## src/rtl/pingpong_bank_ctrl.sv

```systemverilog
// Ping-pong IFM bank arbiter: hands the write bank to the producer and passes filled
// banks to the consumer in write order through the start/end handshake.
module pingpong_bank_ctrl #(
  parameter int ACK_TIMEOUT = 8,
  parameter int TO_WIDTH    = $clog2(ACK_TIMEOUT + 1)
) (
  input  logic                clk,
  input  logic                reset,
  input  logic                frame_written,
  output logic                end_to_previous,
  output logic                wr_sel,
  input  logic                end_from_next,
  output logic                start_to_next,
  output logic                rd_sel,
  output logic [1:0]          full_count,
  output logic                overflow_err,
  output logic                ack_err
);

  localparam logic [1:0] B_EMPTY    = 2'd0;
  localparam logic [1:0] B_FULL     = 2'd1;
  localparam logic [1:0] B_DRAINING = 2'd2;
  localparam logic [TO_WIDTH-1:0] TO_LIMIT = TO_WIDTH'(ACK_TIMEOUT);

  typedef enum logic [1:0] {
    R_IDLE,
    R_WAIT_LOW,
    R_WAIT_HIGH
  } rd_state_t;

  logic [1:0][1:0]     bank_q, bank_d;
  logic                wr_sel_q, wr_sel_d;
  logic                rd_sel_q, rd_sel_d;
  logic                start_q, start_d;
  logic                ovf_q, ovf_d;
  logic                ack_q, ack_d;
  rd_state_t           rd_state_q, rd_state_d;
  logic [TO_WIDTH-1:0] to_cnt_q, to_cnt_d;
  logic [TO_WIDTH-1:0] to_cnt_inc;

  // The unused code 3 counts as EMPTY so a corrupted bank can never deadlock the producer.
  function automatic logic is_empty(input logic [1:0] s);
    return (s == B_EMPTY) || (s == 2'd3);
  endfunction

  assign to_cnt_inc = to_cnt_q + TO_WIDTH'(1);

  always_ff @(posedge clk) begin
    if (reset) begin
      bank_q     <= {B_EMPTY, B_EMPTY};
      wr_sel_q   <= 1'b0;
      rd_sel_q   <= 1'b0;
      start_q    <= 1'b0;
      ovf_q      <= 1'b0;
      ack_q      <= 1'b0;
      rd_state_q <= R_IDLE;
      to_cnt_q   <= '0;
    end else begin
      bank_q     <= bank_d;
      wr_sel_q   <= wr_sel_d;
      rd_sel_q   <= rd_sel_d;
      start_q    <= start_d;
      ovf_q      <= ovf_d;
      ack_q      <= ack_d;
      rd_state_q <= rd_state_d;
      to_cnt_q   <= to_cnt_d;
    end
  end

  // Write and read updates touch different banks: the producer only lands on an
  // EMPTY bank, the reader only moves a FULL or DRAINING one.
  always_comb begin
    bank_d[0]  = (bank_q[0] == 2'd3) ? B_EMPTY : bank_q[0];
    bank_d[1]  = (bank_q[1] == 2'd3) ? B_EMPTY : bank_q[1];
    wr_sel_d   = wr_sel_q;
    rd_sel_d   = rd_sel_q;
    start_d    = 1'b0;
    ovf_d      = ovf_q;
    ack_d      = ack_q;
    rd_state_d = rd_state_q;
    to_cnt_d   = to_cnt_q;

    if (frame_written) begin
      if (is_empty(bank_q[wr_sel_q])) begin
        bank_d[wr_sel_q] = B_FULL;
        wr_sel_d         = ~wr_sel_q;
      end else begin
        ovf_d = 1'b1;
      end
    end

    case (rd_state_q)
      R_IDLE: begin
        if (bank_q[rd_sel_q] == B_FULL && end_from_next) begin
          start_d          = 1'b1;
          bank_d[rd_sel_q] = B_DRAINING;
          to_cnt_d         = '0;
          rd_state_d       = R_WAIT_LOW;
        end
      end
      R_WAIT_LOW: begin
        if (!end_from_next) begin
          to_cnt_d   = '0;
          rd_state_d = R_WAIT_HIGH;
        end else if (to_cnt_inc == TO_LIMIT) begin
          // Consumer never acknowledged; hand the bank back so start is reissued.
          ack_d            = 1'b1;
          bank_d[rd_sel_q] = B_FULL;
          to_cnt_d         = '0;
          rd_state_d       = R_IDLE;
        end else begin
          to_cnt_d = to_cnt_inc;
        end
      end
      R_WAIT_HIGH: begin
        if (end_from_next) begin
          bank_d[rd_sel_q] = B_EMPTY;
          rd_sel_d         = ~rd_sel_q;
          rd_state_d       = R_IDLE;
        end
      end
      default: begin
        to_cnt_d   = '0;
        rd_state_d = R_IDLE;
      end
    endcase
  end

  assign end_to_previous = is_empty(bank_q[wr_sel_q]);
  assign wr_sel          = wr_sel_q;
  assign rd_sel          = rd_sel_q;
  assign start_to_next   = start_q;
  assign overflow_err    = ovf_q;
  assign ack_err         = ack_q;
  assign full_count      = {1'b0, bank_q[0] == B_FULL} + {1'b0, bank_q[1] == B_FULL};

endmodule

```

## config.mk

```make
export PLATFORM = sky130hd
export DESIGN_NAME = pingpong_bank_ctrl
export DESIGN_NICKNAME = d
export VERILOG_FILES = /design/src/rtl/pingpong_bank_ctrl.sv
export SDC_FILE = /design/constraint.sdc
export NUM_CORES = 1
export LEC_CHECK = 0
export ABC_AREA = 1
export ABC_CLOCK_PERIOD_IN_PS = 3050
export CAP_MARGIN = 30
export CORE_MARGIN = 2
export CORE_UTILIZATION = 40
export CTS_CLUSTER_DIAMETER = 40
export DETAILED_ROUTE_END_ITERATION = 16
export HOLD_SLACK_MARGIN = 0.03
export PLACE_DENSITY = 0.57
export SYNTH_ARGS = -nofsm -noshare
export SYNTH_HDL_FRONTEND = slang
export SYNTH_SLANG_ARGS = --single-unit
```

## constraint.sdc

```tcl
create_clock -name clk -period 3.05 [get_ports clk]
set_clock_uncertainty 0.1 [all_clocks]
set_input_delay 0.305 -clock clk [delete_from_list [all_inputs] [get_ports clk]]
set_output_delay 0.305 -clock clk [all_outputs]
set_load 0.01 [all_outputs]
```

==> run summary, run 1 <==
GR Overflow Total -> 0
Cells after DPL -> 161
layout cells sized above 1 -> 15.9%
Hold Path Depth -> 1
FP Rows -> 16
CTS resizes -> 0
DR DRC count -> 0
Worst-path clk slew -> 0.09 ns
final WL -> 1850 um
hold crit path type -> reg -> reg
final hold violation count -> 0
Die X -> 50.3 um
Die Area -> 2530 um2
Setup Fix Bufs, Post-CTS -> 0
die height -> 50.3 um
CORE AREA -> 1980 um2
Seq cells post-synth -> 15
cell count after synthesis -> 123
P per Cell Area -> 428 nW/um2
Worst R2R End -> bank_q[1]
combinational share of power -> 24.2%
fmax -> 471 MHz
Initial DRC Count -> 14
kind of critical path -> reg -> out
MaxCap Viol Count -> 0
via count -> 797
internal power -> 307 uW
Yosys Warn Count -> 0
critical path launch point type -> flip-flop
distinct cell type count after synthesis -> 23
Vias/cell -> 4.83
PortBufs -> 11
net switching power -> 135 uW
clock share of power -> 26.4%
worst r2r src -> to_cnt_q[0]
FILL cells -> 213
Final min period -> 2.12 ns
Sw Ratio -> 30.6%
Final HPWL DP -> 1490 um
# IOs -> 12
sequential area share after synthesis -> 35.0%
Hold Buf Count CTS -> 0
Peak VDD IR -> 0.000211 V
H-tree Lvls -> 1
synthesized cell area -> 857 um2
Pre-Repair DR Iteration Count -> 4
Seq pwr share -> 49.4%
Critical Path Fanout Max -> 3
clock root buffer -> clkbuf_4
post-route clock period utilization -> 69.6%
first-pass GRT wire length -> 3280 um
Reg2Reg Setup Slack -> 1.55 ns
post-synth net total -> 130
detail-routed net length per standard cell -> 11.2 um
non-filler cells, final -> 165
final setup margin -> 0.927 ns
Synth async-reset ratio -> 0%
DP Worst Slack -> 1.25 ns
initial antenna violation count -> 0
syn_area_per_cell -> 6.97 um2
routability cong. -> 0.789
diode count -> 0
Leak -> 0.434 nW
CTS tree -> built
Post-synth EDFFs -> 0
hold endpoint -> ack_err
DRT antenna net count -> 0
RSZ-0062 raised after global routing -> false
Worst-Margin Slew -> 0.251 ns
max-slew violation count -> 0
status -> completed
pin count of the biggest net entering global routing -> 9
critical path arrival -> 1.72 ns
vias in the first global route -> 753
setup violators final -> 0
setup_tns -> 0 ns
maximum clock path buffer count -> 2
# nets final -> 146
Crit. End Element -> output port
CTS Buf Count -> 3
GRT Util Overall -> 17.2%
clk sinks -> 15
worst hold path startpoint -> ack_err
initial core utilization -> 43.2%
Slew headroom -> 83.2%
Clk Latency, worst-skew pair -> 0.29 ns
Area growth syn-to-layout -> 20.3%
R2R depth -> 8
Primary FF master, synth -> dfxtp_1
WP data required -> 2.64 ns
## per-stage QoR
stage / instance area [um2] / hold slack, ns / util (%) / power, mW
after CTS: 1030 / 0.376 / 52.0 / 0.448
after global placement: 1000 / 0.347 / 50.7 / 0.330
after detailed placement: 1000 / 0.355 / 50.7 / 0.331
after floorplan: 857 / 0.283 / - / 0.285
final: 1030 / 0.371 / 52.0 / 0.442
after global routing: 1030 / 0.401 / 52.0 / 0.468
## layer usage
layer	GRT usage, %	up-vias	share of wire, %
met3	5.95	2	4.3
met5	0	-	0
met1	21.6	364	49
met4	4.05	0	0.59
li1	-	420	-
met2	28.3	11	46
## synth_stat cells (2+ instances only)
library cell / instances / area [um2]
nor2_2: 6 / 37.5
ha_1: 3 / 37.5
inv_1: 18 / 67.6
o21a_1: 3 / 22.5
o211ai_1: 2 / 15.0
o21ai_0: 4 / 20.0
nand3_1: 6 / 30.0
a21oi_1: 6 / 30.0
nand2_2: 3 / 18.8
nand2_1: 32 / 120
a21oi_2: 5 / 43.8
inv_2: 3 / 11.3
dfxtp_1: 15 / 300
nor2_1: 6 / 22.5
nand4_1: 3 / 18.8
## cell type report
cell class / instances / area, um2 / share of cell area (%)
multi-input cells: 85 / 470 / 45.6
flip-flops and latches: 15 / 300 / 29.1
well taps: 27 / 33.8 / 3.28
clock buffers: 4 / 26.3 / 2.55
repair buffers: 12 / 118 / 11.4
inverters: 22 / 82.6 / 8.01
## how the worst max path moves through the flow
stage,startpoint,slack [ns],cells past startpoint,end
finish,bank_q[3],0.93,5,full_count[0]
detailed placement,bank_q[3],1.25,5,full_count[0]
global route,bank_q[3],0.80,5,full_count[0]
CTS,bank_q[3],0.91,5,full_count[0]
global placement,bank_q[3],1.23,5,full_count[0]
floorplan,to_cnt_q[0],1.69,8,bank_q[1]
## registers in the layout, summed over array words and instances, names as in the netlist
register	cells
rd_state_q	2
wr_sel	1
to_cnt_q	4
ack_err	1
overflow_err	1
bank_q	4
start_to_next	1
rd_sel	1
## worst max-delay path, stage by stage, from the launching register on
cell	delay, ns
dfxtp_1	0.36
inv_1	0.06
nand2_1	0.11
inv_1	0.09
ha_1	0.28
clkdlybuf4s50_1	0.53
## cell families after synthesis
logic type	after synthesis	share of synthesized area [%]
adders and majority gates	4	5.55
xor gates and xnor gates	2	2.92
AOI/OAI and AO/OA	22	16.9
buffers and inverters	23	10.1
DFF	15	35.0
and+or+nand+nor	57	29.5
## power by group through the flow
| stage | combinational, mW | clock [mW] | sequential (mW) |
|---|---|---|---|
| 6_report | 0.107 | 0.116 | 0.218 |
| 3_5_place_dp | 0.107 | 0 | 0.223 |
| 4_1_cts | 0.108 | 0.121 | 0.219 |
| 2_1_floorplan | 0.0624 | 0 | 0.222 |
| 3_3_place_gp | 0.107 | 0 | 0.222 |
| 5_1_grt | 0.121 | 0.127 | 0.221 |
## cells in the final DEF, fill, tap and decap left out, drive strengths merged
cell type,count
nand2,35
inv,21
dfxtp,15
nor2,12
clkdlybuf4s50,11
a21oi,11
nand3,6
o21ai,4
clkbuf,4
nand4,3
o21a,3
ha,3
o211ai,2
xor2,2
clkinv,1
maj3,1
a31oi,1
nor3,1
a211oi,1
buf,1
Note: power is estimated with default switching activity, not from simulation.
==> run 2: changes to the inputs <==
ABC_CLOCK_PERIOD_IN_PS = 2200   (was 3050)
clock period = 2.2 ns   (was 3.05 ns; I/O delays follow)
==> run 2 against run 1 <==
  * Sequential share of layout area unchanged
  * Sequential power increased by 39%
  * Clock power increased by 42%
  * Combinational power increased by 37%
  * Power increased by 39%
  * Final cell count unchanged
  * Cell area unchanged
  * Hold slack got worse by 0.00084 ns
  * Die area unchanged
  * Global-route usage increased by 0.11 points
  * Register-to-register slack got worse by 0.86 ns
  * Largest cell class unchanged
  * Largest power group unchanged
  * Highest routed layer unchanged
==> run summary, run 2 (synthesis gave the netlist of run 1 again) <==
max-slew violation count -> 0 (unchanged)
Critical Path Fanout Max -> 3 (unchanged)
setup violators final -> 0 (unchanged)
Reg2Reg Setup Slack -> 0.69 ns (-0.86 ns)
post-route clock period utilization -> 94.3%
final setup margin -> 0.125 ns (-0.803 ns)
die height -> 50.3 um (unchanged)
GR Overflow Total -> 0 (unchanged)
Final HPWL DP -> 1500 um (+0.67%)
most common cell after layout, fill and taps aside -> nand2_1
DR DRC count -> 0 (unchanged)
final WL -> 1880 um (+1.6%)
clock root buffer -> clkbuf_4
critical path arrival -> 1.76 ns (+0.04 ns)
H-tree Lvls -> 1 (unchanged)
Die X -> 50.3 um (unchanged)
WP data required -> 1.88 ns (-0.76 ns)
hold crit path type -> reg -> reg
final hold violation count -> 0 (unchanged)
CTS Buf Count -> 3 (unchanged)
GRT Util Overall -> 17.3% (+0.11 points)
via count -> 786 (-1.4%)
CTS tree -> built
initial core utilization -> 43.2% (unchanged)
P per Cell Area -> 596 nW/um2 (+39%)
Leak -> 0.434 nW (unchanged)
FILL cells -> 209 (-1.9%)
Worst-Margin Slew -> 0.269 ns (+0.0178 ns)
CORE AREA -> 1980 um2 (unchanged)
Vias/cell -> 4.76 (-1.4%)
RSZ-0062 raised after global routing -> false
initial antenna violation count -> 0 (unchanged)
Worst-path clk slew -> 0.09 ns (about the same)
Crit path max-delay family -> buffers and inverters
worst path bufs/invs -> 3 (unchanged)
crit path max-delay cell type -> clkdlybuf4s50_1
Pre-Repair DR Iteration Count -> 6 (+2)
R2R depth -> 8 (unchanged)
WP depth -> 5 (unchanged)
MaxCap Viol Count -> 0 (unchanged)
first-pass GRT wire length -> 3320 um (+1.0%)
critical path launch point type -> flip-flop
CTS resizes -> 0 (unchanged)
fmax -> 482 MHz
pin count of the biggest net entering global routing -> 9 (unchanged)
diode count -> 0 (unchanged)
Setup Fix Bufs, Post-CTS -> 0 (unchanged)
kind of critical path -> reg -> out
max incr delay on CP -> 0.53 ns (about the same)
Hold Path Depth -> 1 (unchanged)
setup_tns -> 0 ns (unchanged)
Slew headroom -> 82.0% (-1.2 points)
Clk Latency, worst-skew pair -> 0.29 ns (about the same)
DRT antenna net count -> 0 (unchanged)
routability cong. -> 0.781 (-0.94%)
detail-routed net length per standard cell -> 11.4 um (+1.6%)
Hold Buf Count CTS -> 0 (unchanged)
most frequent cells in the layout -> nand2_1 (32), inv_1 (18), dfxtp_1 (15)
layout cells sized above 1 -> 15.9% (unchanged)
most frequent CP cell -> inv_1
Die Area -> 2530 um2 (unchanged)
Peak VDD IR -> 0.000353 V (+67%)
# IOs -> 12 (unchanged)
CP Cell Sequence -> inv_1 -> nand2_1 -> inv_1 -> ha_1 -> clkdlybuf4s50_1
vias in the first global route -> 734 (-2.5%)
Final min period -> 2.08 ns
maximum clock path buffer count -> 2 (unchanged)
PortBufs -> 11 (unchanged)
clk sinks -> 15 (unchanged)
DP Worst Slack -> 0.454 ns (-0.791 ns)
Crit. End Element -> output port
FP Rows -> 16 (unchanged)
status -> completed
# nets final -> 146 (unchanged)
Initial DRC Count -> 14 (unchanged)
Area growth syn-to-layout -> 20.3% (unchanged)
top flop regs -> bank_q x4, to_cnt_q x4, rd_state_q x2
[run 2: cell counts in the layout (fill, tap and decap cells not counted)]
No cell type changed its count.
[run 2: power by group]
part           leakage [nW]  switching [mW]  internal [mW]  total, mW
clock network        0.0150          0.0940         0.0706      0.165
logic                 0.297          0.0801         0.0673      0.147
registers             0.122          0.0155          0.287      0.303
[run 2: area by class of cell]
type	instances	area (um2)	share of cell area, %
multi-input cells	85	470	45.6
flip-flops and latches	15	300	29.1
clock buffers	4	26.3	2.55
inverters	22	82.6	8.01
repair buffers	12	118	11.4
well taps	27	33.8	3.28
[run 2: final timing paths]
| kind | from | end |
|---|---|---|
| hold reg to reg | ack_err | ack_err |
| setup reg to reg | to_cnt_q[0] | bank_q[1] |
| setup / recovery | bank_q[3] | full_count[0] |
| hold / removal | ack_err | ack_err |
[run 2: stage by stage]
stage	area (um2)	hold slack, ns	cells	utilization [%]	total power [mW]
6_report	1030	0.371	165	52.0	0.615
5_1_grt	1030	0.408	165	52.0	0.651
4_1_cts	1030	0.376	165	52.0	0.621
3_5_place_dp	1000	0.354	161	50.7	0.458
3_3_place_gp	1000	0.346	161	50.7	0.458
2_1_floorplan	857	0.198	123	-	0.395
[run 2: routing by layer]
metal	global-route usage [%]	vias up	wire, um
li1	-	426	-
met1	24.7	339	948
met2	25.7	18	819
met3	4.17	3	93
met4	5.41	0	17
met5	0	-	0
==> run 3: changes to the inputs <==
CORE_MARGIN = unset   (was 2)
==> run 3 against run 2 <==
  * Combinational power about the same
  * Register-to-register slack got worse by 0.06 ns
  * Highest routed layer unchanged
  * Largest cell class unchanged
  * Clock power about the same
  * Global-route usage increased by 1.8 points
  * Critical endpoint unchanged
==> run summary, run 3 (synthesis gave the netlist of run 1 again) <==
Hold Buf Count CTS -> 0 (unchanged)
CTS Buf Count -> 3 (unchanged)
setup_tns -> 0 ns (unchanged)
critical path arrival -> 1.72 ns (-0.04 ns)
met2 wire len -> 808 um (-1.3%)
Final min period -> 2.04 ns (-0.0359 ns)
GRT Util Overall -> 19.1% (+1.8 points)
CTS tree -> built
fmax -> 490 MHz (+1.8%)
WP depth -> 5 (unchanged)
die height -> 48.3 um (-4.0%)
R2R depth -> 8 (unchanged)
Die X -> 48.3 um (-4.0%)
# IOs -> 12 (unchanged)
H-tree Lvls -> 1 (unchanged)
Clk Latency, worst-skew pair -> 0.29 ns (about the same)
via count -> 795 (+1.1%)
Peak VDD IR -> 0.000290 V (-18%)
diode count -> 0 (unchanged)
post-route clock period utilization -> 92.7% (-1.6 points)
Sw Ratio -> 31.0% (+0.20 points)
WHS -> 0.372 ns (+0.00162 ns)
CORE AREA -> 1980 um2 (unchanged)
clock root buffer -> clkbuf_4
DRT antenna net count -> 0 (unchanged)
crit path max-delay cell type -> clkdlybuf4s50_1
GR Overflow Total -> 0 (unchanged)
routability cong. -> 0.865 (+11%)
setup violators final -> 0 (unchanged)
Final HPWL DP -> 1520 um (+1.8%)
PortBufs -> 11 (unchanged)
RSZ-0062 raised after global routing -> false
Pre-Repair DR Iteration Count -> 4 (-2)
DR DRC count -> 0 (unchanged)
CP Cell Sequence -> inv_1 -> nand2_1 -> inv_1 -> ha_1 -> clkdlybuf4s50_1
most frequent CP cell -> inv_1
first-pass GRT wire length -> 2960 um (-11%)
clock share of power -> 26.4% (-0.4 points)
detail-routed net length per standard cell -> 11.3 um (-1.0%)
Max Used Layer -> met4
Worst-path clk slew -> 0.09 ns (about the same)
# nets final -> 146 (unchanged)
Hold Path Depth -> 1 (unchanged)
vias in the first global route -> 690 (-6.0%)
Seq pwr share -> 49.4% (about the same)
met1 wire length -> 954 um (+0.63%)
Worst-Margin Slew -> 0.299 ns (+0.0297 ns)
P per Cell Area -> 593 nW/um2 (-0.57%)
final hold violation count -> 0 (unchanged)
clk sinks -> 15 (unchanged)
initial antenna violation count -> 0 (unchanged)
max-slew violation count -> 0 (unchanged)
final WL -> 1860 um (-1.0%)
Die Area -> 2330 um2 (-7.8%)
layout cells sized above 1 -> 16.7% (+0.72 points)
MaxCap Viol Count -> 0 (unchanged)
FP Rows -> 16 (unchanged)
Vias/cell -> 4.82 (+1.1%)
CTS resizes -> 0 (unchanged)
combinational share of power -> 24.1% (about the same)
Area growth syn-to-layout -> 20.4%
most frequent cells in the layout -> nand2_1 (32), inv_1 (18), dfxtp_1 (15)
Crit. End Element -> output port
initial core utilization -> 43.2% (unchanged)
hold crit path type -> reg -> reg
Slew headroom -> 80.0% (-2.0 points)
Initial DRC Count -> 12 (-2)
Setup Fix Bufs, Post-CTS -> 0 (unchanged)
worst path bufs/invs -> 3 (unchanged)
Critical Path Fanout Max -> 3 (unchanged)
kind of critical path -> reg -> out
maximum clock path buffer count -> 2 (unchanged)
pin count of the biggest net entering global routing -> 10 (+1)
final setup margin -> 0.161 ns (+0.0359 ns)
critical path launch point type -> flip-flop
WL met3 -> 58 um (-38%)
WP data required -> 1.88 ns (about the same)
Leak -> 0.437 nW (+0.63%)
top flop regs -> bank_q x4, to_cnt_q x4, rd_state_q x2
max incr delay on CP -> 0.53 ns (about the same)
DP Worst Slack -> 0.463 ns (+0.00850 ns)
most common cell after layout, fill and taps aside -> nand2_1
Crit path max-delay family -> buffers and inverters
net switching power -> 190 uW (+0.19%)
internal power -> 422 uW (-0.74%)
status -> completed
==> run 3: final cells by class <==
| type | count | area (um2) |
|---|---|---|
| clock buffers | 3 | 22.5 |
| clock inverters | 1 | 5.00 |
| fillers | 192 | 950 |
| inverters | 22 | 82.6 |
| multi-input cells | 85 | 470 |
| flip-flops and latches | 15 | 300 |
| well taps | 27 | 33.8 |
| repair buffers | 12 | 118 |
==> run 3: worst paths after layout <==
kind / start / endpoint / slack, ns
setup / recovery: bank_q[3] / full_count[0] / 0.16
hold / removal: overflow_err / overflow_err / 0.37
setup reg to reg: to_cnt_q[0] / bank_q[1] / 0.63
hold reg to reg: overflow_err / overflow_err / 0.37
==> run 3: per-stage QoR <==
stage	instances	power (mW)	util [%]	area [um2]
final	165	0.612	52.1	1030
after detailed placement	161	0.458	50.7	1000
after CTS	165	0.624	52.1	1030
after floorplan	123	0.395	-	857
after global routing	165	0.650	52.1	1030
after global placement	161	0.456	50.7	1000
==> run 3: routing by layer <==
layer | up-vias | track usage (%)
met4 | 0 | 10.0
met5 | - | 0
li1 | 421 | -
met2 | 15 | 29.9
met1 | 355 | 24.8
met3 | 4 | 3.70
==> run 3: worst reg2reg max path: cells and delay by family, from the launching register on <==
| kind | cells | cell delay, ns |
|---|---|---|
| DFF | 1 | 0.38 |
| xor gates and xnor gates | 1 | 0.16 |
| adders and majority gates | 1 | 0.23 |
| and+or+nand+nor | 6 | 0.62 |
==> run 3: power by group through the flow <==
| stage | sequential, mW | clock, mW | combinational, mW |
|---|---|---|---|
| CTS | 0.303 | 0.172 | 0.149 |
| global route | 0.305 | 0.179 | 0.166 |
| floorplan | 0.308 | 0 | 0.0865 |
| detailed placement | 0.309 | 0 | 0.149 |
| global placement | 0.309 | 0 | 0.147 |
| finish | 0.303 | 0.162 | 0.148 |
